[src/rtl/wishbone_ram_arbiter.sv]
// wishbone_ram_arbiter: round-robin two-master Wishbone arbiter with per-transfer watchdog
module wishbone_ram_arbiter #(
    parameter int ADDR_WIDTH = 32,
    parameter int DATA_WIDTH = 32,
    parameter int SEL_WIDTH  = 4,
    parameter int TIMEOUT    = 15
) (
    input  logic                  clk,
    input  logic                  rst,
    input  logic                  m0_cyc_i,
    input  logic                  m0_stb_i,
    input  logic                  m0_we_i,
    input  logic [ADDR_WIDTH-1:0] m0_addr_i,
    input  logic [DATA_WIDTH-1:0] m0_data_i,
    input  logic [SEL_WIDTH-1:0]  m0_sel_i,
    output logic [DATA_WIDTH-1:0] m0_data_o,
    output logic                  m0_ack_o,
    output logic                  m0_err_o,
    input  logic                  m1_cyc_i,
    input  logic                  m1_stb_i,
    input  logic                  m1_we_i,
    input  logic [ADDR_WIDTH-1:0] m1_addr_i,
    input  logic [DATA_WIDTH-1:0] m1_data_i,
    input  logic [SEL_WIDTH-1:0]  m1_sel_i,
    output logic [DATA_WIDTH-1:0] m1_data_o,
    output logic                  m1_ack_o,
    output logic                  m1_err_o,
    output logic                  s_cyc_o,
    output logic                  s_stb_o,
    output logic                  s_we_o,
    output logic [ADDR_WIDTH-1:0] s_addr_o,
    output logic [DATA_WIDTH-1:0] s_data_o,
    output logic [SEL_WIDTH-1:0]  s_sel_o,
    input  logic [DATA_WIDTH-1:0] s_data_i,
    input  logic                  s_ack_i,
    output logic [1:0]            gnt_o
);
    typedef enum logic [1:0] {IDLE, GNT0, GNT1} state_t;
    state_t state, nxt;
    logic last, g0, g1, cyc, stb, wd_to;
    logic [7:0] wd_cnt;
    assign g0 = state == GNT0;
    assign g1 = state == GNT1;
    assign gnt_o = {g1, g0};
    assign cyc = g0 ? m0_cyc_i : g1 ? m1_cyc_i : 1'b0;
    assign stb = g0 ? m0_stb_i : g1 ? m1_stb_i : 1'b0;
    assign wd_to = wd_cnt == 8'(TIMEOUT);
    // Holding cyc keeps the grant; on release the other requester takes over without an IDLE bubble.
    always_comb begin
        nxt = (g0 && m0_cyc_i) ? GNT0 :
              (g1 && m1_cyc_i) ? GNT1 :
              (m0_cyc_i && m1_cyc_i) ? (last ? GNT0 : GNT1) :
              m0_cyc_i ? GNT0 :
              m1_cyc_i ? GNT1 : IDLE;
    end
    assign s_cyc_o  = cyc & ~wd_to;
    assign s_stb_o  = stb & ~wd_to;
    assign s_we_o   = g0 ? m0_we_i : g1 ? m1_we_i : 1'b0;
    assign s_addr_o = g0 ? m0_addr_i : g1 ? m1_addr_i : '0;
    assign s_data_o = g0 ? m0_data_i : g1 ? m1_data_i : '0;
    assign s_sel_o  = g0 ? m0_sel_i : g1 ? m1_sel_i : '0;
    assign m0_data_o = s_data_i;
    assign m1_data_o = s_data_i;
    assign m0_ack_o = g0 & s_ack_i;
    assign m1_ack_o = g1 & s_ack_i;
    assign m0_err_o = g0 & wd_to & ~s_ack_i;
    assign m1_err_o = g1 & wd_to & ~s_ack_i;
    always_ff @(posedge clk or posedge rst) begin
        if (rst) begin
            state  <= IDLE;
            last   <= 1'b1;
            wd_cnt <= '0;
        end else begin
            state  <= nxt;
            last   <= (nxt == GNT0) ? 1'b0 : (nxt == GNT1) ? 1'b1 : last;
            wd_cnt <= (nxt != state || !(cyc && stb) || s_ack_i || wd_to) ? 8'd0 : wd_cnt + 8'd1;
        end
    end
endmodule

[config.mk]
export PLATFORM = sky130hd
export DESIGN_NAME = wishbone_ram_arbiter
export DESIGN_NICKNAME = d
export VERILOG_FILES = /design/src/rtl/wishbone_ram_arbiter.sv
export SDC_FILE = /design/constraint.sdc
export NUM_CORES = 1
export LEC_CHECK = 0
export ABC_AREA = 1
export BUFFER_PORTS_ARGS = -buffer_cell sky130_fd_sc_hd__buf_2
export CORE_AREA = 10 10 114 116
export DETAILED_ROUTE_END_ITERATION = 16
export DIE_AREA = 0 0 124 126
export SYNTH_ARGS = -nofsm -noshare
export SYNTH_HDL_FRONTEND = slang
export SYNTH_SLANG_ARGS = --single-unit
[constraint.sdc]
create_clock -name clk -period 1.6 [get_ports clk]
set_clock_uncertainty 0.1 [all_clocks]
set_input_delay 0.16 -clock clk [delete_from_list [all_inputs] [get_ports clk]]
set_output_delay 0.16 -clock clk [all_outputs]
set_load 0.02 [all_outputs]
==> out/qor.yml <==
worst_path_max_delay_cell: "dfrtp_1"
period_needed_ns: 1.795
io_buffers: 221
cts-root-buf: "clkbuf_8"
reg2reg_slack_ns: -0.09
cts_tree: "yes"
dr_wl_met2_um: 5665
start_kind: "register"
dr.max_layer_used: "met5"
min_from: "m1_cyc_i"
synthFlopType: "dfrtp_1"
cts.path.max_buffers: 2
power_density_nw_per_um2: 1191
synth_top_family_by_area: "buffers and inverters"
violations: "negative setup slack"
clk_latency_ns: 0.24
yosys.area_share.simple_pct: 12.74
cts.sinks: 11
grt_pass1_vias: 2538
vdd_drop_max_v: 0.0007468
nets: 583
pin_count: 318
coreArea_um2: 10700
antenna_found_initial: 2
slew_violations: 0
grt_use_total_pct: 12.42
final_area_um2: 3363
syn-num-nets: 412
utilization_pct: 31.44
drt_drc_violations_left: 0
firstDrtPassIters: 4
reg2reg_to: "last"
synth_seq_cells: 11
p_total_w: 0.004006
overflow: 0
maxCapViolations: 0
syn_inst: 233
muxShareOfSynthArea_pct: 0
hold_path_class: "in -> reg"
path_clk_slew_ns: 0.05
dieWidth_um: 124
wl_met3_um: 1400
start_util_pct: 17.99
layout_setup_ws_ns: -0.1948
num_vias: 2458
worstSetupEndpointType: "primary output"
relSlewSlack_pct: 68.86
tns_ns: -11.32
cts.htree.levels: 1
cp.arrival_ns: 1.53
die_h_um: 126
hold_viol: 0
wl_met1_um: 3994
synth_async_sr_flop_share_pct: 100.0
crit_chain: "buf_6 -> nor2_4 -> buf_12 -> buf_16 -> a22o_1 -> buf_6"
rows: 38
synth_area_per_cell_um2: 8.259
place_congestion: 0.8864
ant_nets: 0
area_growth_pct: 74.77
yosysWarnings: 0
hpwlAfterDp_um: 8748
routed_via_density: 4.518
wl_per_cell_um: 20.91
r2r_start: "state[0]"
synth-edff-count: 0
dieArea_um2: 15620
ys_types: 23
rsz0062_at_grt: "yes"
routed_wl_um: 11370
power.leakage_nw: 1.781
path_common_cell: "buf_6"
synth_fa_ha_area_share_pct: 1.300
finalHoldWorstSlack_ns: 0.07618
fmaxAchievable_mhz: 557.2
status: "finished, violations left"
first_iter_violations: 142
syn-cell-area_um2: 1924
crit_required_ns: 1.34
whs_endpoint: "state[1]"
synthXorXnorAreaFrac_pct: 1.365
worstMarginPinSlew_ns: 0.4665
grt_max_degree: 26
slowest_delay_ns: 0.40
whs_path_depth: 3
crit_fanout: 12
drive_gt1_share_pct: 67.99
reg2reg_depth: 9
yosysSeqAreaShare_pct: 14.37
synth_compound_area_share_pct: 32.70
fin_crit_sh_pct: 112.2
dpl_cell_area_um2: 2610
worstSetupPathType: "reg -> out"
numCtsBuffers: 3
setup_viol_count_final: 77
grt_first_pass_wirelength_um: 15450
## what timing repair did
item,in CTS,in global routing
pin swaps,3,13
cloned,3,2
hold endpoints to repair,10,0
gates resized for setup,120,20
endpoints found under the setup margin,76,78
buffers inserted,9,7
hold buffers,1,0
## cells in the mapped netlist (3+ instances only)
library cell,count,area [um^2]
inv_2,4,15.01
buf_6,14,157.7
buf_4,66,495.5
nand4_1,3,18.77
dfrtp_1,10,250.2
nand2_1,14,52.55
a22o_1,67,586.8
nor2_1,14,52.55
nor2_4,3,33.78
inv_1,13,48.80
nand3_1,8,40.04
## worst max-delay path by stage
stage                              end  cells past startpoint       from  slack [ns]
final                     s_data_o[22]                      6   state[0]       -0.19
after global routing      s_data_o[11]                      6   state[0]       -0.25
after CTS                  s_addr_o[8]                      5   state[0]       -0.21
after detailed placement      m1_err_o                      8  wd_cnt[0]        0.02
after global placement        m1_err_o                      8  wd_cnt[0]        0.05
after floorplan               m1_err_o                      7  wd_cnt[0]        0.02
## final cells by class
class	count	area [um^2]
Multi-Input combinational cell	124	992.2
Sequential cell	11	277.8
Fill cell	1120	7335
Timing Repair Buffer	247	1802
Tap cell	140	175.2
Antenna cell	1	2.502
Clock buffer	4	45.04
Inverter	17	68.82
## critical path, delay by kind of cell (launching register included)
family	cells	cell delay [ns]
DFF	1	0.40
AOI/OAI and AO/OA	1	0.15
and+or+nand+nor	1	0.19
buffers and inverters	4	0.55
## cells in the final DEF, fill, tap and decap left out, types with 2 or more instances in the layout
cell,count
nand2_1,12
dfrtp_1,9
buf_12,4
a22o_1,66
buf_8,2
buf_4,13
xnor2_1,2
nand3_1,7
clkbuf_16,2
nand2_2,2
buf_6,58
buf_16,2
nor2_1,12
a21oi_4,2
nor2_4,5
a22o_4,2
nand4_1,3
buf_2,165
nand3_2,3
inv_1,12
clkbuf_8,3
inv_2,4
## stage by stage
stage                     std cells  setup slack (ns)
after detailed placement        518           0.01508
after CTS                       535           -0.2090
after global placement          518           0.05305
after global routing            544           -0.2468
final                           544           -0.1948
after floorplan                 233           0.01790
## sequential cells by signal, summed over array words and instances (netlist names)
name and count:
wd_cnt 8, last 1, state 2
## logic make-up after synthesis
kind of cell / Yosys count
adder cells (fa/ha/maj): 2
XOR/XNOR: 3
flip-flops: 11
AND/OR/NAND/NOR: 46
buffers and inverters: 98
AO/OA/AOI/OAI: 73
## layer usage
layer  up-vias  global-route usage (%)
li1       1111                       -
met1      1137                   13.76
met2       188                   21.73
met3        20                   3.932
met4         2                   4.133
met5         -                       0
## report_power, final
part	total (W)	internal, W	switching, W
logic	0.00337	0.00164	0.00173
registers	0.000344	0.000318	0.0000261
clock network	0.000292	0.000176	0.000116
(Power assumes the default switching activity.)
